### config.mk
export PLATFORM = sky130hd
export DESIGN_NAME = cpu_control_unit
export DESIGN_NICKNAME = d
export VERILOG_FILES = /design/src/rtl/cpu_control_unit.sv
export SDC_FILE = /design/constraint.sdc
export NUM_CORES = 1
export LEC_CHECK = 0
export ABC_AREA = 1
export BUFFER_PORTS_ARGS = -buffer_cell sky130_fd_sc_hd__buf_2
export CAP_MARGIN = 20
export CORE_ASPECT_RATIO = 1.2
export CORE_UTILIZATION = 40
export DETAILED_ROUTE_END_ITERATION = 10
export HOLD_SLACK_MARGIN = 0.03
export PLACE_DENSITY = 0.65
export SLEW_MARGIN = 5
export SYNTH_ARGS = -nofsm -noshare
export SYNTH_HDL_FRONTEND = slang
export SYNTH_SLANG_ARGS = --single-unit
export TNS_END_PERCENT = 50
### constraint.sdc
create_clock -name Clock -period 3 [get_ports Clock]
set_input_delay 0.6 -clock Clock [delete_from_list [all_inputs] [get_ports Clock]]
set_output_delay 0.6 -clock Clock [all_outputs]
set_load 0.01 [all_outputs]
### src/rtl/cpu_control_unit.sv
// cpu_control_unit: fetch/decode/execute sequencer for the 8-bit accumulator
// processor. Sole master of storeRAM (registered read, 1-cycle latency).
// Holds PC, IR and accumulator A; IN operands arrive over a valid/ready port.
// Optional feature: define STEP_MODE_EN to add the `step` port and a
// STEP_WAIT state that gates every FETCH except the first after Start.
module cpu_control_unit #(
    parameter int AW = 5,
    parameter int DW = 8
) (
    input  logic          Clock,
    input  logic          Reset,
    input  logic          Start,
    input  logic [DW-1:0] in_data,
    input  logic          in_valid,
    output logic          in_ready,
    output logic          ram_init,
    output logic          ram_we,
    output logic [AW-1:0] ram_addr,
    output logic [DW-1:0] ram_wdata,
    input  logic [DW-1:0] ram_rdata,
    output logic [DW-1:0] acc,
    output logic [AW-1:0] pc,
    output logic [DW-1:0] ir,
`ifdef STEP_MODE_EN
    output logic          halted,
    input  logic          step
`else
    output logic          halted
`endif
);

    typedef enum logic [3:0] {
        S_INIT,
        S_IDLE,
        S_FETCH,
        S_DECODE,
        S_EXEC_RD,
        S_EXEC_WB,
        S_EXEC_WR,
        S_IN_WAIT,
        S_HALT,
        S_STEP_WAIT
    } state_t;

    typedef enum logic [2:0] {
        OP_LOAD  = 3'b000,
        OP_STORE = 3'b001,
        OP_ADD   = 3'b010,
        OP_SUB   = 3'b011,
        OP_IN    = 3'b100,
        OP_JZ    = 3'b101,
        OP_JPOS  = 3'b110,
        OP_HALT  = 3'b111
    } op_t;

`ifdef STEP_MODE_EN
    localparam state_t NEXT_FETCH = S_STEP_WAIT;
`else
    localparam state_t NEXT_FETCH = S_FETCH;
`endif

    state_t        state, state_d;
    logic [DW-1:0] a_q, a_d;
    logic [AW-1:0] pc_q, pc_d;
    logic [DW-1:0] ir_q, ir_d;
    logic [AW-1:0] pc_inc;
    op_t           dec_op;
    op_t           ex_op;
    logic          a_zero;
    logic          a_pos;

    assign pc_inc    = pc_q + AW'(1);
    assign dec_op    = op_t'(ram_rdata[DW-1 -: 3]);
    assign ex_op     = op_t'(ir_q[DW-1 -: 3]);
    assign a_zero    = (a_q == '0);
    assign a_pos     = !a_q[DW-1] && !a_zero;
    assign ram_wdata = a_q;
    assign acc       = a_q;
    assign pc        = pc_q;
    assign ir        = ir_q;

    // State and datapath registers; synchronous reset beats everything.
    always_ff @(posedge Clock) begin
        if (Reset) begin
            state <= S_INIT;
            a_q   <= '0;
            pc_q  <= '0;
            ir_q  <= '0;
        end else begin
            state <= state_d;
            a_q   <= a_d;
            pc_q  <= pc_d;
            ir_q  <= ir_d;
        end
    end

    // Next-state, datapath updates and RAM/handshake controls.
    always_comb begin
        state_d  = state;
        a_d      = a_q;
        pc_d     = pc_q;
        ir_d     = ir_q;
        ram_init = 1'b0;
        ram_we   = 1'b0;
        ram_addr = pc_q;
        in_ready = 1'b0;
        halted   = 1'b0;
        case (state)
            S_INIT: begin
                ram_init = 1'b1;
                state_d  = S_IDLE;
            end
            S_IDLE: begin
                if (Start) begin
                    state_d = S_FETCH;
                    pc_d    = '0;
                    a_d     = '0;
                end
            end
            S_FETCH: begin
                ram_addr = pc_q;
                state_d  = S_DECODE;
            end
            S_DECODE: begin
                ir_d = ram_rdata;
                case (dec_op)
                    OP_LOAD, OP_ADD, OP_SUB: begin
                        pc_d    = pc_inc;
                        state_d = S_EXEC_RD;
                    end
                    OP_STORE: begin
                        pc_d    = pc_inc;
                        state_d = S_EXEC_WR;
                    end
                    OP_IN: begin
                        pc_d    = pc_inc;
                        state_d = S_IN_WAIT;
                    end
                    OP_JZ: begin
                        pc_d    = a_zero ? ram_rdata[AW-1:0] : pc_inc;
                        state_d = NEXT_FETCH;
                    end
                    OP_JPOS: begin
                        pc_d    = a_pos ? ram_rdata[AW-1:0] : pc_inc;
                        state_d = NEXT_FETCH;
                    end
                    default: begin
                        state_d = S_HALT;
                    end
                endcase
            end
            S_EXEC_RD: begin
                ram_addr = ir_q[AW-1:0];
                state_d  = S_EXEC_WB;
            end
            S_EXEC_WB: begin
                case (ex_op)
                    OP_LOAD: a_d = ram_rdata;
                    OP_ADD:  a_d = a_q + ram_rdata;
                    OP_SUB:  a_d = a_q - ram_rdata;
                    default: a_d = a_q;
                endcase
                state_d = NEXT_FETCH;
            end
            S_EXEC_WR: begin
                ram_addr = ir_q[AW-1:0];
                ram_we   = 1'b1;
                state_d  = NEXT_FETCH;
            end
            S_IN_WAIT: begin
                in_ready = 1'b1;
                if (in_valid) begin
                    a_d     = in_data;
                    state_d = NEXT_FETCH;
                end
            end
            S_HALT: begin
                halted = 1'b1;
                if (Start) state_d = S_INIT;
            end
`ifdef STEP_MODE_EN
            S_STEP_WAIT: begin
                if (step) state_d = S_FETCH;
            end
`endif
            default: begin
                state_d = S_INIT;
            end
        endcase
        // Reset is synchronous for state, but the RAM strobes are masked
        // combinationally so a Reset raised mid-STORE never lands a write and
        // the INIT pulse after reset is exactly one cycle wide.
        if (Reset) begin
            ram_we   = 1'b0;
            ram_init = 1'b0;
        end
    end

endmodule

Yosys cells after proc, flatten, opt, wreduce, memory -nomap -nowiden
Cells that the tools add are included.
Widths: inputs -> output; s select.
Storage, ports and cells
  bits in registers: 25
  bits of input ports: 20
Cells by class
  add/subtract/negate cells: 3
  equality and inequality tests: 21
  mux-type cells: 21
  reduce and logical (&&, ||, !) cells: 17
Operators by type and width (count)
  $pmux 8 s3: 2
  $pmux 4 s8: 1
  $mux 5: 4
  $eq 4x3->1 const B: 4
  $mux 8: 2
  $pmux 4 s4: 1
  $pmux 5 s3: 1
  $eq 3x2->1 const B: 4
  $mux 4: 3
  $pmux 5 s2: 1
  $eq 3x3->1 const B: 3
  $add 8x8->8: 1
  $eq 4x2->1 const B: 2
  $logic_not 8->1: 1
  $ne 4x4->1 const B: 2
  $sub 8x8->8: 1
  $logic_not 3->1: 2
  $mux 1: 6
  $ne 2x2->1 const B: 3
  $reduce_and 3->1: 2
  $reduce_or 2->1: 3
  $add 5x1->5 const B: 1
  $reduce_or 5->1: 1
  $eq 4x1->1 const B: 1
  9 further kinds: 10

Depth between registers and ports, before layout
  depth after elaboration: 6
  gate-level depth with buffers: 18

Worst setup path before layout
Ideal clock, no wire load.
  path type: input to register
  start: input port ram_rdata[0]
  end: register a_q[7], in the netlist acc[7]
  library setup time: 0.070 ns
  data arrival time: 2.361 ns
  required time: 2.930 ns
  path slack: 0.569 ns
  stages: 18
  cells stage by stage: inv_1 ha_1 inv_1 nor3_1 inv_1 o31ai_1 xor2_1 inv_1 ha_1 nand2_1 inv_1 nand2_1 nand2_1 a21oi_1 nand3_1 nand3_1 nand2_1 a21oi_1
Between the ends
  word-level cells in the longest chain between the ends: 3
  elaborated cells between the ends (all ways): 4
RTL lines
  start, declared: RTL line 20  | input logic [DW-1:0] ram_rdata,
  $sub 8x8->8 / $add 8x8->8 (equally long branches): RTL line 160, 159
  $pmux 8 s3 *: RTL line 157  | case (ex_op)
  $pmux 8 s3 *: RTL line 108  | case (state)
  end signal, assigned: RTL line 86  | a_q <= '0;
  end signal, assigned: RTL line 91  | a_q <= a_d;
  end, declared: RTL line 63  | logic [DW-1:0] a_q, a_d;
Every way passes the cells marked *; elsewhere a longest branch is shown, timed or not.
A chain may end at the register's enable or synchronous reset.

Worst setup path after layout
Same ends and word-level chain as after synthesis.

==> impl_metrics.ini <==
[setup_path]
crit_chain = buf_2 > inv_1 > ha_1 > inv_1 > nor3_1 > inv_1 > o31ai_1 > xor2_1 > inv_1 > ha_1 > a21oi_1 > nand2_1 > a21oi_1 > nand3_1 > nand3_1 > nand2_1 > a21oi_1
cp_slowest_stage_delay_ns = 0.33
start_kind = input port
rr_worst_depth = 14
crit_required_ns = 3.22
cp-end-kind = flip-flop
path_delay_family = compound AO/OA/AOI/OAI gates
slowest_stage = ha_1
path_class = in -> reg
crit_top_cell = inv_1
path_buf_inv = 5
crit_arrival_ns = 2.68
critPathMaxFanout = 4
cp.depth = 17

[outcome]
status = finished clean

[global_routing]
grt_first_pass_wirelength_mm = 8.67
gr-usage-all-layers_pct = 20.9
antenna_found_initial = 0
grt_max_degree = 19
grt_use_met3_pct = 1.71
top_usage_layer = met2
grtUsageMet1_pct = 26.6
overflow = 0
use_met2_pct = 35.7
grt_pass1_vias = 1922

[clocking]
clock_path_buffers = 2
clkLatencyLatePin_ns = 0.27
cts-root-buf = clkbuf_8
clock_sinks = 25
ctsHoldBuffers = 0
post_cts_buffers = 0
htreeDepth = 1
cts_resized = 0
cts_tree = done
clk_pin_slew_worst_paths_ns = 0.09
cts_made_buffers = 3

[synthesis]
syn_nets = 347
ys_seq_area_share_pct = 24.7
ys_seq_elements = 25
synth.yosys.warnings = 0
avgSynthCellArea_um2 = 6.39
async_flop_share_pct = 0
yosysMostFrequentCell = nand2_1
synth_edf_count = 0
synth_top_cell_by_area = dfxtp_1
synthTopCellsByArea = dfxtp_1 (25%), nand2_1 (14%), a21oi_1 (9.1%), inv_1 (8.0%), ha_1 (5.6%)
synth_top_area_share_pct = 24.7
synth_ff_type = dfxtp_1
synth_area_mm2 = 0.00203
syn_inst = 317
synthTopCellsByCount = nand2_1 (77), inv_1 (43), a21oi_1 (37)
synthDistinctLibCells = 34

[place]
gp_congestion = 0.927
place_hpwl_mm = 4.17
dp_slack_ns = 0.242
dpl.cell_count = 421
placed_cell_area_mm2 = 0.00230
port_buffers = 57

[power_and_ir_drop]
peakVddDrop_mv = 0.265
power.total_mw = 1.01
power.switching_uw = 405
combPwrFrac_pct = 39.1
seqPwrFrac_pct = 40.1
p_sw_share_pct = 40.0
p_int_uw = 607
p_leak_nw = 1.26
p_clk_share_pct = 20.8
powerDensity_mw_per_mm2 = 430

[sta]
max_freq_mhz = 406
finalClockSkew_ns = 0.00289
timing.slew.headroom_pct = 65.2
period_needed_ns = 2.46
slew_viol_final = 0
hold_viol = 0
setup_violations = 0
fin_tns_setup_ns = 0
tightest_slew_ns = 0.521
hold_slack_ns = 0.511
period_share_pct = 82.1
rsz0062_at_grt = no
fin_ws_ns = 0.537

[detailed_routing]
vias = 2163
detail-route-antenna-nets = 0
wirelength_mm = 5.22
drtIter0Drc = 110
route.detailed.wl_per_inst_um = 12.3
vias_per_cell = 5.09
first_pass_iters = 4
route.detailed.drc = 0

[floorplanning]
ioPinCount = 58
core_mm2 = 0.00490
die_area_mm2 = 0.00536
num_rows = 28
die_height_um = 80.0
die_w_um = 67.0
start_util_pct = 41.3

[finish]
nNetsFinal = 396
fill_cells = 549
post-route-util_pct = 47.9
finalNonFillerCells = 425
stdcell_area_mm2 = 0.00235
area_delta_synth_final_pct = 16.0
antennaDiodeCount = 0
drive_above_1_share_pct = 21.9

[worst_hold_path]
min_delay_path_depth = 2
hp-class = reg -> reg

[flow_run]
cap_violations = 0
## flip-flops by register name, summed over array words and instances (netlist names)
| register | cells |
|---|---|
| acc | 8 |
| ir | 8 |
| pc | 5 |
| state | 4 |
## final timing paths
path | startpoint | to | slack, ns
worst min-delay path | ir[5]$_SDFFE_PP0P_ | ir[5]$_SDFFE_PP0P_ | 0.51
worst min register to register | ir[5]$_SDFFE_PP0P_ | ir[5]$_SDFFE_PP0P_ | 0.51
worst max register to register | ir[7]$_SDFFE_PP0P_ | acc[6]$_SDFFE_PP0P_ | 0.65
worst max-delay path | ram_rdata[0] | acc[7]$_SDFFE_PP0P_ | 0.54
## cells in the final DEF, fill, tap and decap left out
master,instances
mux2_2,4
fa_1,1
clkinvlp_4,1
o21ai_0,19
o211ai_1,3
dfxtp_1,25
nor2_1,23
buf_4,1
inv_2,1
o21ai_1,4
inv_1,43
nand3b_1,2
nand2_1,77
o211a_1,1
o31ai_1,1
xor2_1,9
nand4_1,4
nand2_2,2
nor3b_1,1
nor2_4,1
nand2_4,2
or2_2,2
nor3_4,1
a211oi_1,1
nand3_1,19
ha_1,9
xnor2_1,1
a32oi_1,1
a22oi_1,1
a21oi_1,37
nor3_1,3
nor2_2,5
buf_2,57
clkbuf_8,3
## metal layers
| layer | vias up | part of all wire [%] | wire length [µm] |
|---|---|---|---|
| li1 | 1122 | - | - |
| met1 | 976 | 45 | 2360 |
| met2 | 54 | 49 | 2560 |
| met3 | 11 | 3.4 | 179 |
| met4 | 0 | 2.3 | 121 |
| met5 | - | 0 | 0 |
## power groups by stage
stage	sequential, mW	combinational [mW]	clock, mW
after detailed placement	0.414	0.395	0
after CTS	0.406	0.397	0.217
final	0.406	0.396	0.210
after floorplan	0.415	0.296	0
after global placement	0.413	0.392	0
after global routing	0.413	0.456	0.229
## worst register-to-register path: cells and delay by family (launching register included)
family	cells	cell delay, ns
xor+xnor	1	0.19
flops	1	0.41
simple gates	7	0.82
fa+ha+maj	1	0.33
compound gates	2	0.30
buf+inv	3	0.25
## layout make-up
type / count / area (µm²) / share of cell area, %
clock buffers: 3 / 41.3 / 1.76
flip-flops and latches: 25 / 500 / 21.3
inverters: 44 / 165 / 7.03
multi-input cells: 234 / 1270 / 54.0
well taps: 60 / 75.1 / 3.19
repair buffers: 58 / 293 / 12.5
clock inverters: 1 / 7.51 / 0.319
## cells by family (layout without fill, tap and decap cells)
group	after synthesis	count (layout)	synth area share, %
adders and majority gates	10	10	6.54
and+or+nand+nor	142	142	31.5
xor gates and xnor gates	10	10	4.32
buffers and inverters	58	106	12.7
DFF	25	25	24.7
AOI/OAI and AO/OA	68	68	18.0
muxes	4	4	2.22
Power figures use the tool's default switching activity.
